### config.mk
export PLATFORM = sky130hd
export DESIGN_NAME = bus_host_initiator
export DESIGN_NICKNAME = d
export VERILOG_FILES = /design/src/rtl/bus_host_initiator.sv
export SDC_FILE = /design/constraint.sdc
export NUM_CORES = 1
export LEC_CHECK = 0
export ABC_CLOCK_PERIOD_IN_PS = 3400
export BUFFER_PORTS_ARGS = -buffer_cell sky130_fd_sc_hd__buf_2
export CAP_MARGIN = 0
export CORE_ASPECT_RATIO = 2
export CORE_MARGIN = 2
export CORE_UTILIZATION = 45
export DETAILED_ROUTE_END_ITERATION = 7
export HOLD_SLACK_MARGIN = 0.05
export PLACE_DENSITY_LB_ADDON = 0.05
export SYNTH_ARGS = -nofsm -noshare
export SYNTH_HDL_FRONTEND = slang
export SYNTH_SLANG_ARGS = --single-unit
export TNS_END_PERCENT = 30
### constraint.sdc
create_clock -name clk -period 3.4 [get_ports clk]
set_clock_uncertainty 0.1 [all_clocks]
set_input_delay 0.51 -clock clk [delete_from_list [all_inputs] [get_ports clk]]
set_output_delay 0.51 -clock clk [all_outputs]
set_load 0.1 [all_outputs]
### src/rtl/bus_host_initiator.sv
// Host-side initiator for the 24-bit register bus: queues byte read/write commands and
// runs one bus transaction per grant, returning read data on a valid/ready channel.
module bus_host_initiator #(
    parameter int FIFO_DEPTH = 4,
    parameter int HOLD_TICKS = 1
) (
    input  logic        clk,
    input  logic        reset,
    input  logic        clk_ce,
    input  logic        cmd_valid,
    output logic        cmd_ready,
    input  logic        cmd_write,
    input  logic [23:0] cmd_address,
    input  logic [7:0]  cmd_data,
    output logic        rsp_valid,
    input  logic        rsp_ready,
    output logic [7:0]  rsp_data,
    output logic        bus_req,
    input  logic        bus_grant,
    output logic        bus_write,
    output logic        bus_read,
    output logic [23:0] bus_address_out,
    output logic [7:0]  bus_data_out,
    input  logic [7:0]  bus_data_in,
    output logic        busy
);

    localparam int PTR_W = $clog2(FIFO_DEPTH);
    localparam int CNT_W = (HOLD_TICKS > 1) ? $clog2(HOLD_TICKS) : 1;

    typedef struct packed {
        logic        wr;
        logic [23:0] addr;
        logic [7:0]  dat;
    } cmd_t;

    typedef enum logic [2:0] {
        IDLE,
        REQ,
        ADDR,
        HOLD,
        RESP
    } state_t;

    cmd_t               fifo_mem_q [FIFO_DEPTH];
    cmd_t               fifo_mem_d [FIFO_DEPTH];
    logic [PTR_W-1:0]   wr_ptr_q, wr_ptr_d;
    logic [PTR_W-1:0]   rd_ptr_q, rd_ptr_d;
    logic [PTR_W:0]     count_q, count_d;

    state_t             state_q, state_d;
    cmd_t               txn_q, txn_d;
    logic [CNT_W-1:0]   hold_cnt_q, hold_cnt_d;
    logic               bus_req_q, bus_req_d;
    logic               bus_write_q, bus_write_d;
    logic               bus_read_q, bus_read_d;
    logic [23:0]        addr_q, addr_d;
    logic [7:0]         dat_q, dat_d;
    logic               rsp_valid_q, rsp_valid_d;
    logic [7:0]         rsp_data_q, rsp_data_d;

    logic               push;
    logic               pop;

    // Ready depends only on registered occupancy, never on this cycle's pop.
    assign cmd_ready = (count_q != (PTR_W+1)'(FIFO_DEPTH)) && !reset;
    assign push      = cmd_valid && cmd_ready;

    always_comb begin
        fifo_mem_d = fifo_mem_q;
        wr_ptr_d   = wr_ptr_q;
        rd_ptr_d   = rd_ptr_q;
        count_d    = count_q;
        if (push) begin
            fifo_mem_d[wr_ptr_q] = '{wr: cmd_write, addr: cmd_address, dat: cmd_data};
            wr_ptr_d             = wr_ptr_q + PTR_W'(1);
        end
        if (pop) begin
            rd_ptr_d = rd_ptr_q + PTR_W'(1);
        end
        if (push && !pop) begin
            count_d = count_q + (PTR_W+1)'(1);
        end else if (pop && !push) begin
            count_d = count_q - (PTR_W+1)'(1);
        end
    end

    always_comb begin
        state_d     = state_q;
        txn_d       = txn_q;
        hold_cnt_d  = hold_cnt_q;
        bus_req_d   = bus_req_q;
        bus_write_d = bus_write_q;
        bus_read_d  = bus_read_q;
        addr_d      = addr_q;
        dat_d       = dat_q;
        rsp_valid_d = rsp_valid_q;
        rsp_data_d  = rsp_data_q;
        pop         = 1'b0;

        case (state_q)
            IDLE: begin
                if (clk_ce && (count_q != '0)) begin
                    pop     = 1'b1;
                    txn_d   = fifo_mem_q[rd_ptr_q];
                    state_d = REQ;
                end
            end
            REQ: begin
                if (clk_ce) begin
                    bus_req_d = 1'b1;
                    if (bus_grant) begin
                        bus_write_d = txn_q.wr;
                        bus_read_d  = !txn_q.wr;
                        addr_d      = txn_q.addr;
                        dat_d       = txn_q.dat;
                        state_d     = ADDR;
                    end
                end
            end
            ADDR: begin
                // Grant is no longer consulted: once on the bus the transaction completes.
                if (clk_ce) begin
                    if (!txn_q.wr) begin
                        rsp_data_d = bus_data_in;
                    end
                    bus_write_d = 1'b0;
                    bus_read_d  = 1'b0;
                    hold_cnt_d  = '0;
                    state_d     = HOLD;
                end
            end
            HOLD: begin
                if (clk_ce) begin
                    if (hold_cnt_q == CNT_W'(HOLD_TICKS - 1)) begin
                        bus_req_d = 1'b0;
                        addr_d    = '0;
                        dat_d     = '0;
                        if (txn_q.wr) begin
                            state_d = IDLE;
                        end else begin
                            rsp_valid_d = 1'b1;
                            state_d     = RESP;
                        end
                    end else begin
                        hold_cnt_d = hold_cnt_q + CNT_W'(1);
                    end
                end
            end
            RESP: begin
                if (rsp_ready) begin
                    rsp_valid_d = 1'b0;
                    state_d     = IDLE;
                end
            end
            default: begin
                state_d = IDLE;
            end
        endcase
    end

    always_ff @(posedge clk) begin
        if (reset) begin
            fifo_mem_q  <= '{default: '0};
            wr_ptr_q    <= '0;
            rd_ptr_q    <= '0;
            count_q     <= '0;
            state_q     <= IDLE;
            txn_q       <= '0;
            hold_cnt_q  <= '0;
            bus_req_q   <= 1'b0;
            bus_write_q <= 1'b0;
            bus_read_q  <= 1'b0;
            addr_q      <= '0;
            dat_q       <= '0;
            rsp_valid_q <= 1'b0;
            rsp_data_q  <= '0;
        end else begin
            fifo_mem_q  <= fifo_mem_d;
            wr_ptr_q    <= wr_ptr_d;
            rd_ptr_q    <= rd_ptr_d;
            count_q     <= count_d;
            state_q     <= state_d;
            txn_q       <= txn_d;
            hold_cnt_q  <= hold_cnt_d;
            bus_req_q   <= bus_req_d;
            bus_write_q <= bus_write_d;
            bus_read_q  <= bus_read_d;
            addr_q      <= addr_d;
            dat_q       <= dat_d;
            rsp_valid_q <= rsp_valid_d;
            rsp_data_q  <= rsp_data_d;
        end
    end

    assign bus_req         = bus_req_q;
    assign bus_write       = bus_write_q;
    assign bus_read        = bus_read_q;
    assign bus_address_out = addr_q;
    assign bus_data_out    = dat_q;
    assign rsp_valid       = rsp_valid_q;
    assign rsp_data        = rsp_data_q;
    assign busy            = (count_q != '0) || (state_q != IDLE);

endmodule

==> impl_metrics.tcl, run 1 <==
set metrics [dict create \
    ys_types 43 \
    netlist_area_mm2 0.009375 \
    grt_pass1_vias 7820 \
    start_util 0.4582 \
    syn_nets 1126 \
    avgViaCountPerCell 5.990 \
    post_cts_buffers 0 \
    dp_cells 1328 \
    cts_buffer_depth 3 \
    rsz0062_at_grt "false" \
    globalplace.congestion 0.7512 \
    slew_headroom 0.3232 \
    fin_nets 1138 \
    status "completed" \
    fp.dieH_um 208.1 \
    diodes 0 \
    drv_slew 0 \
    layout_common_cells "dfxtp_1, a21oi_1, o21ai_0, nand3_1, buf_2" \
    wl_per_cell_um 19.19 \
    vias 8158 \
    syn_area_per_cell_um2 8.737 \
    fillCellCount 2037 \
    die_w_um 106.1 \
    layout_min_cycle_time_ns 2.734 \
    reg2reg_slack_ns 0.95 \
    clock.fmax_mhz 365.8 \
    cts_buffers 21 \
    leakagePower_nw 3.498 \
    clk_latency_ns 0.50 \
    multi_input_area_mm2 0.004461 \
    drtAntennaViolNets 0 \
    seqCellArea_mm2 0.004385 \
    ir_worst_vdd_mv 0.5063 \
    min_path_type "in2reg" \
    drcViolationCount 0 \
    synth_warnings 0 \
    arrival_ns 2.12 \
    grt_usage 0.2349 \
    min_path_cells 3 \
    grt_overflow 0 \
    async_reset_ff_frac 0 \
    hpwl_um 14550 \
    min_from "bus_data_in[0]" \
    grt_first_pass_wirelength_um 42570 \
    power_density_mw_per_mm2 639.5 \
    final_common_cell "dfxtp_1" \
    tightest_slew_ns 1.015 \
    cts_resized 0 \
    yosysSeqAreaShare 0.4676 \
    rr_startpoint "count_q[2]" \
    path_clk_slew_ns 0.06 \
    synth_edf_count 0 \
    clockRootBuffer "clkbuf_16" \
    wirelength_um 26140 \
    cts_tree "built" \
    crit_type "reg2out" \
    io-pin-count 93 \
    netlist_instances 1073 \
    end_kind "primary output" \
    hold_violations 0 \
    io_buffers 92 \
    maxCapViolations 0 \
    cp_data_required_time_ns 2.79 \
    cp_max_fo 6 \
    min_to "rsp_data[0]" \
    ys_top_cells_by_area "dfxtp_1, a21oi_1, o21ai_0, nand3_1, mux4_2" \
    r2r-end "fifo_mem_q[94]" \
    drtIter0Drc 687 \
    setup_viol 0 \
    core_mm2 0.02046 \
    cts_sinks 219 \
    start_kind "flip-flop" \
    floorplan.die_area_mm2 0.02207 \
    first_pass_iters 5 \
    synth_top_cell_area_share 0.4676 \
    areaGrowthSynthToFinish_pct 12.34 \
    setup_tns_ns 0 \
    finalNonFillerCells 1362 \
    grt_max_degree 195 \
    holdBufCountCts 0 \
    row_count 74 \
    reg2regPathDepth 5 \
    yosys.area.top_type "dfxtp_1" \
    htreeDepth 1 \
    ys_seq_elements 219 \
    synthFlopType "dfxtp_1" \
    finalCritPeriodShare 0.8040 \
    hold_ws_ns 0.1726 \
    antenna_found_initial 0 \
    drive_gt1_frac 0.1724 \
]
registers in the layout, summed over array words and instances, names as in the netlist:
| register | flops |
|---|---|
| bus_read | 1 |
| txn_q | 33 |
| rsp_valid | 1 |
| rsp_data | 8 |
| bus_address_out | 24 |
| wr_ptr_q | 2 |
| bus_write | 1 |
| bus_data_out | 8 |
| state_q | 3 |
| rd_ptr_q | 2 |
| fifo_mem_q | 132 |
| bus_req | 1 |
| count_q | 3 |
metrics by stage:
step                area [um2]  power [W]    util  setup WS [ns]
CTS                      10530   0.006804  0.5147         0.6441
global route             10530   0.007065  0.5147         0.5906
global placement          9889   0.004529  0.4833         0.9922
detailed placement        9889   0.004537  0.4833         0.9692
finish                   10530   0.006735  0.5147         0.6665
floorplan                 9375   0.004089       -         0.4596
layer usage:
metal | GRT usage | part of all wire | vias to the layer above
li1 | - | - | 3966
met1 | 0.3094 | 0.43 | 3954
met2 | 0.4060 | 0.51 | 199
met3 | 0.02569 | 0.041 | 39
met4 | 0.06624 | 0.018 | 0
met5 | 0 | 0 | -
synthesized netlist by cell type, types with 2 or more instances:
| cell | n |
|---|---|
| a21oi_1 | 214 |
| and3b_1 | 4 |
| buf_1 | 20 |
| buf_2 | 24 |
| buf_4 | 4 |
| clkbuf_1 | 74 |
| clkbuf_2 | 6 |
| dfxtp_1 | 219 |
| ha_1 | 5 |
| inv_1 | 4 |
| mux2_2 | 2 |
| mux4_2 | 33 |
| nand2_1 | 5 |
| nand3_1 | 174 |
| nand3b_1 | 6 |
| nand4_1 | 32 |
| nand4bb_1 | 2 |
| nor2_1 | 5 |
| nor2b_1 | 2 |
| nor3b_2 | 2 |
| o211ai_1 | 3 |
| o21ai_0 | 203 |
| o21ai_1 | 5 |
| or3_1 | 5 |
| xor2_1 | 2 |
where the power goes:
part           internal (W)  switching [W]
Sequential          0.00270       0.000113
Combinational      0.000464        0.00120
Clock               0.00130       0.000968
worst max-delay path, cell delays in order (launching register included):
cell and delay (ns):
dfxtp_1 0.42, or3_1 0.47, or4_1 0.43, buf_2 0.31
final cells by class:
class | instances | area share
Clock inverter | 3 | 0.003801
Clock buffer | 31 | 0.05726
Tap cell | 266 | 0.03160
Inverter | 5 | 0.001782
Timing Repair Buffer | 117 | 0.06569
Sequential cell | 219 | 0.4164
Multi-Input combinational cell | 721 | 0.4235
cell families after synthesis:
group / synth area share
DFF: 0.4676
buffers and inverters: 0.05886
muxes: 0.08394
xor gates and xnor gates: 0.001869
AOI/OAI and AO/OA: 0.2302
adders and majority gates: 0.008808
and+or+nand+nor: 0.1487
worst max-delay path by stage:
stage | start | to | slack [ns] | cells after the start
detailed placement | reset | count_q[2] | 0.97 | 8
global placement | count_q[2] | fifo_mem_q[57] | 0.99 | 5
finish | count_q[0] | busy | 0.67 | 3
global route | count_q[0] | busy | 0.59 | 3
floorplan | reset | cmd_ready | 0.46 | 4
CTS | count_q[0] | busy | 0.64 | 3
Note: power is estimated with default switching activity, not from simulation.
==> inputs of run 2 (changes only) <==
--- a/config.mk
+++ b/config.mk
@@ -5,7 +5,7 @@
 export SDC_FILE = /design/constraint.sdc
 export NUM_CORES = 1
 export LEC_CHECK = 0
-export ABC_CLOCK_PERIOD_IN_PS = 3400
+export ABC_CLOCK_PERIOD_IN_PS = 2600
 export BUFFER_PORTS_ARGS = -buffer_cell sky130_fd_sc_hd__buf_2
 export CAP_MARGIN = 0
 export CORE_ASPECT_RATIO = 2
==> constraint.sdc (replaced) <==
create_clock -name clk -period 2.6 [get_ports clk]
set_clock_uncertainty 0.1 [all_clocks]
set_input_delay 0.39 -clock clk [delete_from_list [all_inputs] [get_ports clk]]
set_output_delay 0.39 -clock clk [all_outputs]
set_load 0.1 [all_outputs]
==> run 2 against run 1 <==
Compared with the run above: total power increased by 31%; hold slack got worse by 0.11 ns; flip-flop and latch count unchanged; first-iteration DRC count increased by 4.7%; core utilization increased by 0.80 points; die area unchanged; via count about the same; sequential power increased by 31%; critical path depth unchanged; highest routed layer unchanged.
==> impl_metrics.tcl, run 2 (synthesis gave the netlist of run 1 again) <==
set metrics [dict create \
    status "completed" \
    die_w_um 106.1 \
    dp_slack_ns 0.2772 \
    io-pin-count 93 \
    arrival_ns 2.01 \
    hold_violations 0 \
    min_path_type "in2reg" \
    wirelength_um 25840 \
    grt_overflow 0 \
    areaGrowthSynthToFinish_pct 14.09 \
    hpwl_um 14490 \
    avgViaCountPerCell 5.916 \
    floorplan.die_area_mm2 0.02207 \
    antenna_found_initial 0 \
    drcViolationCount 0 \
    cp_max_fo 6 \
    wl_per_cell_um 18.75 \
    rr_startpoint "count_q[0]" \
    first_pass_iters 5 \
    cts_buffers 21 \
    worstSetupStartpoint "count_q[0]" \
    finalCritPeriodShare 0.9605 \
    clock.fmax_mhz 400.4 \
    diodes 0 \
    fillCellCount 1993 \
    crit_type "reg2out" \
    design_area_mm2 0.01070 \
    r2r-end "count_q[2]" \
    grt_pass1_vias 7781 \
    cts_sinks 219 \
    grt_usage 0.2312 \
    setup_viol 0 \
    clk_latency_ns 0.50 \
    io_buffers 92 \
    reg2regPathDepth 8 \
    globalplace.congestion 0.7617 \
    clockRootBuffer "clkbuf_16" \
    row_count 74 \
    core_mm2 0.02046 \
    vias 8152 \
    ir_worst_vdd_mv 0.5899 \
    placed_area_mm2 0.009953 \
    layout_min_cycle_time_ns 2.497 \
    slew_headroom 0.2577 \
    drv_slew 0 \
    setup_tns_ns 0 \
    drive_gt1_frac 0.1763 \
    min_from "cmd_address[13]" \
    maxCapViolations 0 \
    leakagePower_nw 3.575 \
    tightest_slew_ns 1.114 \
    hold_ws_ns 0.06525 \
    crit_path_end "busy" \
    final_common_cell "dfxtp_1" \
    cts_tree "built" \
    fin_nets 1152 \
    cp_data_required_time_ns 2.11 \
    htreeDepth 1 \
    rsz0062_at_grt "true" \
    fin_ws_ns 0.1028 \
    cts_buffer_depth 3 \
    drtAntennaViolNets 0 \
    grt_first_pass_wirelength_um 42310 \
    largest_reg_flops 132 \
    start_util 0.4582 \
    regMostFlops "fifo_mem_q" \
    start_kind "flip-flop" \
    end_kind "primary output" \
    power_density_mw_per_mm2 823.6 \
    drtIter0Drc 719 \
    layout_common_cells "dfxtp_1, a21oi_1, o21ai_0, nand3_1, buf_2" \
    fp.dieH_um 208.1 \
    grt_max_degree 216 \
    post_cts_buffers 0 \
    path_clk_slew_ns 0.06 \
    reg2reg_slack_ns 0.26 \
]
==> run 2: what timing repair did <==
item	in CTS	in global routing
endpoints found under the hold margin	12	0
resized for setup	0	2
hold buffers	10	0
setup endpoints to repair	0	2
==> run 2: cell type report <==
type | instances | area (um2) | share of cell area
timing repair buffer | 131 | 862.1 | 0.08059
sequential | 219 | 4385 | 0.4100
clock inverter | 4 | 23.77 | 0.002222
clock buffer | 32 | 616.8 | 0.05767
tap | 266 | 332.8 | 0.03111
multi-input combinational | 721 | 4457 | 0.4167
inverter | 5 | 18.77 | 0.001755
==> run 2: through the flow <==
stage / utilization / cells / total power [W]
2_1_floorplan: - / 1073 / 0.005348
3_3_place_gp: 0.4864 / 1332 / 0.005984
3_5_place_dp: 0.4864 / 1332 / 0.005978
4_1_cts: 0.5226 / 1378 / 0.008896
5_1_grt: 0.5227 / 1378 / 0.009261
6_report: 0.5227 / 1378 / 0.008810
==> run 2: report_power, final <==
group	internal [W]	switching [W]	leakage, nW
logic	0.000666	0.00156	1.49
registers	0.00353	0.000154	1.77
clock network	0.00163	0.00127	0.318
total	0.00583	0.00298	3.57
==> run 2: per-layer routing <==
layer / share of wire / global-route usage / up-vias / wire length (um)
li1: - / - / 4000 / -
met1: 0.43 / 0.3114 / 3917 / 11010
met2: 0.51 / 0.3960 / 201 / 13300
met3: 0.042 / 0.02350 / 34 / 1084
met4: 0.017 / 0.05898 / 0 / 443
met5: 0 / 0 / - / 0
==> run 2: worst min-delay path by stage <==
stage                          end  slack [ns]  cells after the start
2_1_floorplan  bus_address_out[10]        0.35                      2
3_3_place_gp             rsp_valid        0.34                      2
3_5_place_dp             rsp_valid        0.35                      2
4_1_cts            fifo_mem_q[120]        0.05                      3
5_1_grt              fifo_mem_q[8]        0.06                      3
6_report            fifo_mem_q[54]        0.07                      3
==> run 2: worst max-delay path, cell delays in order (launching register included) <==
cell     delay [ns]
dfxtp_1        0.40
or3_1          0.45
or4_1          0.41
buf_4          0.25
==> inputs of run 3 (changes only) <==
--- a/config.mk
+++ b/config.mk
@@ -10,7 +10,7 @@
 export CAP_MARGIN = 0
 export CORE_ASPECT_RATIO = 2
 export CORE_MARGIN = 2
-export CORE_UTILIZATION = 45
+export CORE_UTILIZATION = 25
 export DETAILED_ROUTE_END_ITERATION = 7
 export HOLD_SLACK_MARGIN = 0.05
 export PLACE_DENSITY_LB_ADDON = 0.05
==> run 3 against run 2 <==
Compared with the run above: hold slack worse by 0.0031 ns; worst setup slack gained 0.019 ns; final cell count increased by 17%; die area increased by 77%; critical endpoint unchanged; total power grew 10%; wire length is 31% higher; first-iteration DRC count down 35%; core utilization down 21 points; sequential share of layout area shrank 2.7 points; critical path type unchanged; sequential power decreased by 1%; clock-buffer cell count increased by 5; non-clock buffer count grew 34.
==> impl_metrics.tcl, run 3 (synthesis gave the netlist of run 1 again) <==
set metrics [dict create \
    fillCellCount 3938 \
    fin_ws_ns 0.1217 \
    clk_latency_ns 0.54 \
    cp_data_required_time_ns 2.11 \
    multi_input_area_mm2 0.004474 \
    cts_tree "built" \
    slew_headroom 0.5681 \
    slowest_stage "or4_1" \
    avgViaCountPerCell 5.214 \
    tightest_slew_ns 0.6479 \
    grt_pass1_vias 8246 \
    global_route.usage.met3 0.01795 \
    start_kind "flip-flop" \
    start_util 0.2523 \
    finalCritPeriodShare 0.9532 \
    antenna_found_initial 0 \
    io-pin-count 93 \
    min_path_cells 3 \
    die_w_um 140.9 \
    cts_sinks 219 \
    status "completed" \
    row_count 100 \
    globalplace.congestion 0.6955 \
    cp_top_family "simple AND/OR/NAND/NOR gates" \
    wl_per_cell_um 20.97 \
    leakagePower_nw 3.801 \
    rsz0062_at_grt "false" \
    vias 8400 \
    arrival_ns 1.99 \
    hold_violations 0 \
    wirelength_um 33780 \
    r2r-end "count_q[2]" \
    diodes 0 \
    drtIter0Drc 467 \
    hold_ws_ns 0.06216 \
    grt_max_degree 122 \
    min_to "fifo_mem_q[61]" \
    layout_common_cells "dfxtp_1, a21oi_1, o21ai_0, nand3_1, buf_2" \
    first_pass_iters 4 \
    cp_max_fo 6 \
    grtUsageMet1 0.2214 \
    grt_usage 0.1695 \
    maxCapViolations 0 \
    grt_use_met2 0.2957 \
    clock.fmax_mhz 403.5 \
    path_clk_slew_ns 0.06 \
    layout_min_cycle_time_ns 2.478 \
    drtAntennaViolNets 0 \
    io_buffers 92 \
    cts_buffers 23 \
    crit_path_max_incr_delay_ns 0.49 \
    largest_reg_flops 132 \
    crit_chain "or3_4, or4_1, buf_6" \
    htreeDepth 1 \
    drv_slew 0 \
    grt_first_pass_wirelength_um 52250 \
    min_from "cmd_address[20]" \
    min_path_type "in2reg" \
    reg2reg_slack_ns 0.14 \
    setup_tns_ns 0 \
    clockRootBuffer "clkbuf_16" \
    reg2regPathDepth 10 \
    areaGrowthSynthToFinish_pct 22.11 \
    core_mm2 0.03716 \
    fp.dieH_um 277.9 \
    crit_type "reg2out" \
    final_common_cell "dfxtp_1" \
    seqCellArea_mm2 0.004388 \
    cts_buffer_depth 3 \
    regMostFlops "fifo_mem_q" \
    power_density_mw_per_mm2 846.5 \
    grt-busiest-layer "met2" \
    drive_gt1_frac 0.1823 \
    fin_nets 1188 \
    dp_slack_ns 0.2353 \
    grt_overflow 0 \
    floorplan.die_area_mm2 0.03916 \
    crit_buf_inv 1 \
    end_kind "primary output" \
    drcViolationCount 0 \
    hpwl_um 18730 \
    ir_worst_vdd_mv 0.4171 \
    setup_viol 0 \
    rr_startpoint "count_q[2]" \
]
## run 3: worst max-delay path by stage
stage | from | endpoint | slack, ns | depth (start not counted)
floorplan | count_q[0] | count_q[2] | 0.1 | 10
global placement | count_q[0] | count_q[2] | 0.27 | 9
detailed placement | count_q[0] | count_q[2] | 0.24 | 9
CTS | count_q[1] | busy | 0.02 | 3
global route | count_q[2] | count_q[2] | 0.05 | 10
finish | count_q[1] | busy | 0.12 | 3
## run 3: layer usage
metal | wire length, um | share of wire | vias to the layer above
li1 | - | - | 4079
met3 | 1062 | 0.031 | 36
met5 | 0 | 0 | -
met1 | 14820 | 0.44 | 4123
met2 | 17180 | 0.51 | 162
met4 | 715 | 0.021 | 0
## run 3: timing repair
| action | CTS | global route |
|---|---|---|
| setup endpoints to repair | 2 | 2 |
| buffers inserted | 1 | 0 |
| cloned | 2 | 0 |
| gates resized for setup | 2 | 4 |
| hold buffers | 35 | 0 |
| pin swaps | 1 | 0 |
| endpoints found under the hold margin | 107 | 0 |
## run 3: cell type report
| cell class | count | area share |
|---|---|---|
| tap | 459 | 0.05016 |
| clock inverter | 5 | 0.006885 |
| sequential | 219 | 0.3833 |
| timing repair buffer | 165 | 0.1089 |
| inverter | 5 | 0.001639 |
| clock buffer | 37 | 0.05836 |
| multi-input combinational | 721 | 0.3908 |
## run 3: metrics by stage
step                instance area, um2  utilization  instances  power, W
floorplan                         9378            -       1073  0.005348
global placement                 10260       0.2761       1531  0.006186
detailed placement               10260       0.2761       1531  0.006194
CTS                              11430       0.3077       1611  0.009839
global route                     11450       0.3081       1611   0.01018
finish                           11450       0.3081       1611  0.009691
## run 3: worst reg2reg max path: stages, from the launching register on
cell and delay [ns]:
dfxtp_1 0.31, buf_4 0.15, nor3b_4 0.16, buf_4 0.17, nor3b_4 0.21, ha_1 0.21, inv_1 0.06, fa_1 0.37
xor2_1 0.18, or3_1 0.30, a21oi_1 0.15
## run 3: where the power goes
group	internal, W	total, W	switching, W
clock	0.00196	0.00340	0.00144
sequential	0.00353	0.00364	0.000108
combinational	0.000817	0.00265	0.00183
